<file path="src/rtl/store_queue.sv">
// store_queue
// In-order store buffer between dispatch / FU Mem and data memory.
//
// Each dispatched store gets one entry at the tail. FU Mem fills in the
// address and data later. The ROB commits the store by its tag. The entry at
// the head is written to memory once it is committed and has its address; the
// write shows up as a registered, one-cycle strobe.
//
// Ports:
//   clk, reset                       clock, asynchronous active-high reset
//   alloc_valid/_rob_tag/_is_sh      dispatch request for a new entry
//   alloc_ready, alloc_idx           entry available / index (tail) handed out
//   exe_valid/_idx/_addr/_data       resolved address and data for an entry
//   commit_valid, commit_rob_tag     ROB retires the store with this tag
//   flush                            discard every uncommitted entry
//   ld_check_valid, ld_check_addr    load probe
//   ld_block                         load must wait (combinational)
//   store_wb, st_addr/_data/_is_sh   registered write strobe to data memory
//   empty                            no valid entries
module store_queue #(
  parameter int DEPTH = 8,
  parameter int TAG_W = 5,
  localparam int IDX_W = $clog2(DEPTH)
) (
  input  logic             clk,
  input  logic             reset,
  input  logic             alloc_valid,
  input  logic [TAG_W-1:0] alloc_rob_tag,
  input  logic             alloc_is_sh,
  output logic             alloc_ready,
  output logic [IDX_W-1:0] alloc_idx,
  input  logic             exe_valid,
  input  logic [IDX_W-1:0] exe_idx,
  input  logic [31:0]      exe_addr,
  input  logic [31:0]      exe_data,
  input  logic             commit_valid,
  input  logic [TAG_W-1:0] commit_rob_tag,
  input  logic             flush,
  input  logic             ld_check_valid,
  input  logic [31:0]      ld_check_addr,
  output logic             ld_block,
  output logic             store_wb,
  output logic [31:0]      st_addr,
  output logic [31:0]      st_data,
  output logic             st_is_sh,
  output logic             empty
);

  localparam logic [IDX_W:0] DEPTH_CNT = (IDX_W+1)'(DEPTH);

  logic [IDX_W-1:0] head;
  logic [IDX_W-1:0] tail;
  logic [IDX_W:0]   count;

  logic [DEPTH-1:0] valid;
  logic [DEPTH-1:0] addr_rdy;
  logic [DEPTH-1:0] committed;
  logic [DEPTH-1:0] is_sh;
  logic [TAG_W-1:0] rob_tag [DEPTH];
  logic [31:0]      addr    [DEPTH];
  logic [31:0]      data    [DEPTH];

  logic             alloc_fire;
  logic             drain_fire;
  logic             exe_ok;
  logic             commit_hit;
  logic [IDX_W-1:0] commit_idx;
  logic [IDX_W-1:0] scan_idx;
  logic [IDX_W:0]   n_comm;

  // Loads compare on word granularity, so the byte offset never matters.
  logic unused_ld_lsb;
  assign unused_ld_lsb = ^ld_check_addr[1:0];

  // A full queue stays not-ready for the cycle in which it drains.
  assign alloc_ready = (count < DEPTH_CNT) && !flush;
  assign alloc_fire  = alloc_valid && alloc_ready;
  assign alloc_idx   = tail;
  assign empty       = (count == '0);
  assign drain_fire  = valid[head] && committed[head] && addr_rdy[head];

  // Committed entries survive a flush, so they can still take their address.
  assign exe_ok = exe_valid && valid[exe_idx] && (committed[exe_idx] || !flush);

  // Scan from head to find the oldest uncommitted match. Also count the
  // committed entries. Commits are in order, so those entries sit
  // contiguously from head.
  always_comb begin
    commit_hit = 1'b0;
    commit_idx = '0;
    scan_idx   = '0;
    n_comm     = '0;
    for (int i = 0; i < DEPTH; i++) begin
      scan_idx = head + IDX_W'(i);
      if (!commit_hit && valid[scan_idx] && !committed[scan_idx] &&
          rob_tag[scan_idx] == commit_rob_tag) begin
        commit_hit = 1'b1;
        commit_idx = scan_idx;
      end
      n_comm = n_comm + (IDX_W+1)'(valid[i] & committed[i]);
    end
  end

  // Every buffered store is older than the probing load.
  always_comb begin
    ld_block = 1'b0;
    for (int i = 0; i < DEPTH; i++) begin
      if (ld_check_valid && valid[i] &&
          (!addr_rdy[i] || addr[i][31:2] == ld_check_addr[31:2]))
        ld_block = 1'b1;
    end
  end

  always_ff @(posedge clk or posedge reset) begin
    if (reset) begin
      head  <= '0;
      tail  <= '0;
      count <= '0;
    end else begin
      if (drain_fire)
        head <= head + IDX_W'(1);
      if (flush) begin
        // n_comm still includes an entry that drains this cycle.
        // Measure from the old head and remove that entry from the count.
        tail  <= head + n_comm[IDX_W-1:0];
        count <= n_comm - (IDX_W+1)'(drain_fire);
      end else begin
        if (alloc_fire)
          tail <= tail + IDX_W'(1);
        count <= count + (IDX_W+1)'(alloc_fire) - (IDX_W+1)'(drain_fire);
      end
    end
  end

  always_ff @(posedge clk or posedge reset) begin
    if (reset) begin
      valid     <= '0;
      addr_rdy  <= '0;
      committed <= '0;
      is_sh     <= '0;
      for (int i = 0; i < DEPTH; i++) begin
        rob_tag[i] <= '0;
        addr[i]    <= '0;
        data[i]    <= '0;
      end
    end else begin
      if (exe_ok) begin
        addr[exe_idx]     <= exe_addr;
        data[exe_idx]     <= exe_data;
        addr_rdy[exe_idx] <= 1'b1;
      end
      // The flush discards every uncommitted entry.
      // A commit that arrives in the same cycle as the flush has nothing left to mark.
      if (commit_valid && commit_hit && !flush)
        committed[commit_idx] <= 1'b1;
      if (flush)
        valid <= valid & committed;
      if (drain_fire)
        valid[head] <= 1'b0;
      if (alloc_fire) begin
        valid[tail]     <= 1'b1;
        addr_rdy[tail]  <= 1'b0;
        committed[tail] <= 1'b0;
        is_sh[tail]     <= alloc_is_sh;
        rob_tag[tail]   <= alloc_rob_tag;
      end
    end
  end

  always_ff @(posedge clk or posedge reset) begin
    if (reset) begin
      store_wb <= 1'b0;
      st_addr  <= '0;
      st_data  <= '0;
      st_is_sh <= 1'b0;
    end else begin
      store_wb <= drain_fire;
      if (drain_fire) begin
        st_addr  <= addr[head];
        st_data  <= data[head];
        st_is_sh <= is_sh[head];
      end
    end
  end

endmodule

</file>
<file path="config.mk">
export PLATFORM = sky130hd
export DESIGN_NAME = store_queue
export DESIGN_NICKNAME = d
export VERILOG_FILES = /design/src/rtl/store_queue.sv
export SDC_FILE = /design/constraint.sdc
export NUM_CORES = 2
export LEC_CHECK = 0
export CORE_ASPECT_RATIO = 1.1
export CORE_MARGIN = 10
export CORE_UTILIZATION = 61
export DETAILED_ROUTE_END_ITERATION = 10
export PLACE_DENSITY = 0.81
export SYNTH_ARGS = -nofsm -noshare
export SYNTH_HDL_FRONTEND = slang
export SYNTH_SLANG_ARGS = --single-unit
export TNS_END_PERCENT = 50
</file>
<file path="constraint.sdc">
create_clock -name clk -period 27.1 [get_ports clk]
set_input_delay 2.71 -clock clk [delete_from_list [all_inputs] [get_ports clk]]
set_output_delay 2.71 -clock clk [all_outputs]
set_load 0.02 [all_outputs]
</file>
==> impl_metrics.toml <==
[logic_synthesis]
netlist_area_mm2 = 0.0348
ys.flop_type = "dfrtp_1"
netlist_instances = 2591
synth_xor_area_share_pct = 7.42
synthMuxAreaShare_pct = 31.5
yosysSeqAreaShare_pct = 47.4
synthDistinctLibCells = 87
yosysTopAreaCellShare_pct = 47.4
synth_edf_count = 0
synth_top_family_by_area = "multiplexers"
synthAdderAreaFrac_pct = 0.991
synth_top_area_cell = "dfrtp_1"
synth_area_per_cell_um2 = 13.4
syn_nets = 2732
ys_seq_elements = 660
ys_warn_count = 0
synth_area_leaders = "dfrtp_1 (47%), mux2_2 (18%), mux4_2 (11%)"
synthArstFlopShare_pct = 100
synth_compound_area_share_pct = 3.87
yosys.area_share.simple_pct = 5.90

[cts]
clk_transition_reported_paths_ns = 0.06
clock_latency_ns = 0.61
h-tree-depth = 3
cts_tree = "done"
ctsHoldBuffers = 0
cts_sinks = 660
clock_path_buffers = 3
clock-root-buffer = "clkbuf_16"
cts_resized = 0
cts_setup_buffers = 0
numCtsBuffers = 69

[run_status]
status = "completed"

[layout]
fin_nets = 2845
final_common_cell = "dfrtp_1"
drive_above_1_share_pct = 33.9
layout_common_cells = "dfrtp_1 (657), mux2_2 (572), clkdlybuf4s50_1 (186)"
nFillCells = 3833
syn_to_final_growth_pct = 13.2

[route]
via_count = 23000
wl_um = 97800
vias_per_cell = 6.58
drtPass1Iterations = 5
dr.first_iter.drc_count = 2016
route.detailed.drc = 0
post_drt_wl_per_cell_um = 27.9
ant_nets = 0

[setup_path]
worst_ep_arrival_time_ns = 6.73
critPathMaxStageDelay_ns = 0.79
path_max_fanout = 8
worst-path-buf-inv = 2
critical_path_class = "input pin to primary output"
cpMostUsedCell = "clkdlybuf4s50_1"
path_cells = "clkdlybuf4s50_1 -> xor2_1 -> nor4_1 -> nand4_1 -> o41ai_1 -> a22oi_1 -> a41oi_1 -> clkdlybuf4s50_1"
worstSetupEndpointType = "primary output"
crit_slowest_cell = "nor4_1"
crit_required_ns = 24.39
cp_top_family = "buffers and inverters"
startpoint_type = "input pin"

[sta]
period_share_pct = 34.8
final.setup.tns_ns = 0
tightest_slew_ns = 1.22
rsz0062_at_grt = "false"
final.setup_skew_ns = 0.0211
fmax_ghz = 0.106
layout_min_cycle_time_ns = 9.44
relSlewSlack_pct = 18.9
finalWorstSetupSlack_ns = 17.66
finalMaxSlewViolations = 0
finalSetupViolCount = 0
hold_viol_final = 0

[grt]
overflow = 0
grt_pass1_wl_um = 150000
grt_pass1_vias = 24200
antenna_found_initial = 14
grt_usage_pct = 29.3
grt_max_degree = 123

[power_and_ir_drop]
power_density_mw_per_mm2 = 69.7
power.total_mw = 2.75
ir_drop_v = 0.0000649
leakagePower_nw = 17.0

[run]
maxCapViolCount = 0

[floorplanning]
num_rows = 91
boundaryPins = 189
die_h_um = 271
core_region_area_mm2 = 0.0564
initial_core_util_pct = 61.8
fp.dieArea_mm2 = 0.0671
die_w_um = 248

[placement]
place.gp.congestion = 0.983
port_buffers = 186
place_ws_ns = 17.76
dp_hpwl_um = 63600

[hold_path]
worstHoldPathType = "flip-flop to flip-flop"
## final cells by class
class	instances	area [µm²]	area share, %
diodes	7	17.5	0.0444
clock buffers	94	1990	5.05
clock inverters	25	362	0.917
inverters	24	98.8	0.251
multi-input cells	1727	17400	44.1
flip-flops and latches	660	16500	41.9
well taps	744	931	2.36
repair buffers	222	2130	5.41
## per-layer routing
layer | vias up | global-route usage, % | part of all wire, %
met4 | 12 | 11.8 | 3.6
li1 | 9727 | - | -
met2 | 950 | 46.7 | 49
met1 | 12100 | 38.5 | 40
met3 | 224 | 6.26 | 7.8
met5 | - | 0 | 0.077
## power by group
part           internal [mW]  total (mW)  leakage [nW]  switching, mW
clock network          0.593       0.994          1.15          0.401
registers               1.13        1.25          8.78          0.122
logic                  0.271       0.501          7.11          0.230
## kinds of logic (layout without fill, tap and decap cells)
family,Yosys count,count (layout)
xor+xnor,295,295
flops,660,660
buf+inv,204,365
other cells,0,7
fa+ha+maj,24,24
mux,799,799
compound gates,191,191
simple gates,418,418
## registers in the layout, summed over array words and instances, names as in the netlist
name and count:
alloc_idx 3, committed 8, rob_tag 40, addr_rdy 8
st_data 32, count 4, data 256, store_wb 1
is_sh 8, st_addr 32, st_is_sh 1, valid 8
addr 256, head 3
## path summary, 6_finish.rpt
| check | startpoint | endpoint | slack (ns) | depth (start not counted) |
|---|---|---|---|---|
| max reg2reg | head[0] | committed[7] | 22.10 | 12 |
| min reg2reg | data[185] | data[185] | 0.50 | 1 |
| min in group asynchronous | reset | data[90] | 2.67 | 2 |
| min | data[185] | data[185] | 0.50 | 1 |
| max | ld_check_addr[30] | ld_block | 17.66 | 8 |
| max in group asynchronous | reset | head[0] | 20.97 | 5 |
## through the flow
step	instances	hold slack [ns]	util (%)	instance area, µm²
floorplan	2591	0.474	-	34800
global placement	3377	0.483	65.8	37100
detailed placement	3377	0.490	65.8	37100
CTS	3496	0.504	70.0	39400
global route	3502	0.514	70.0	39400
finish	3503	0.499	70.0	39400
## cell usage after synthesis (9+ instances only)
library cell and n:
clkbuf_1 133, nor4_1 44, and3_1 14, xnor2_1 123
nor2_1 82, ha_1 18, xor2_1 172, nand3_1 20
buf_1 16, inv_1 22, o21ai_1 11, mux2i_1 47
mux2_2 572, nor2b_1 14, mux4_2 175, o21ai_0 31
o41ai_1 9, nand4_1 35, dfrtp_1 660, a21oi_1 13
a31oi_1 69, nand2_1 166
## worst register-to-register path, cell delays in order, from the launching register on
cell,delay (ns)
dfrtp_4,0.82
inv_1,0.16
ha_1,0.76
buf_4,0.45
mux4_2,0.59
xnor2_1,0.15
and3_2,0.25
o311ai_4,0.47
nand3b_2,0.23
nor4_4,0.50
a211o_2,0.23
nand2_2,0.06
o31ai_2,0.23
No activity file was read; power rests on OpenSTA's default activity.
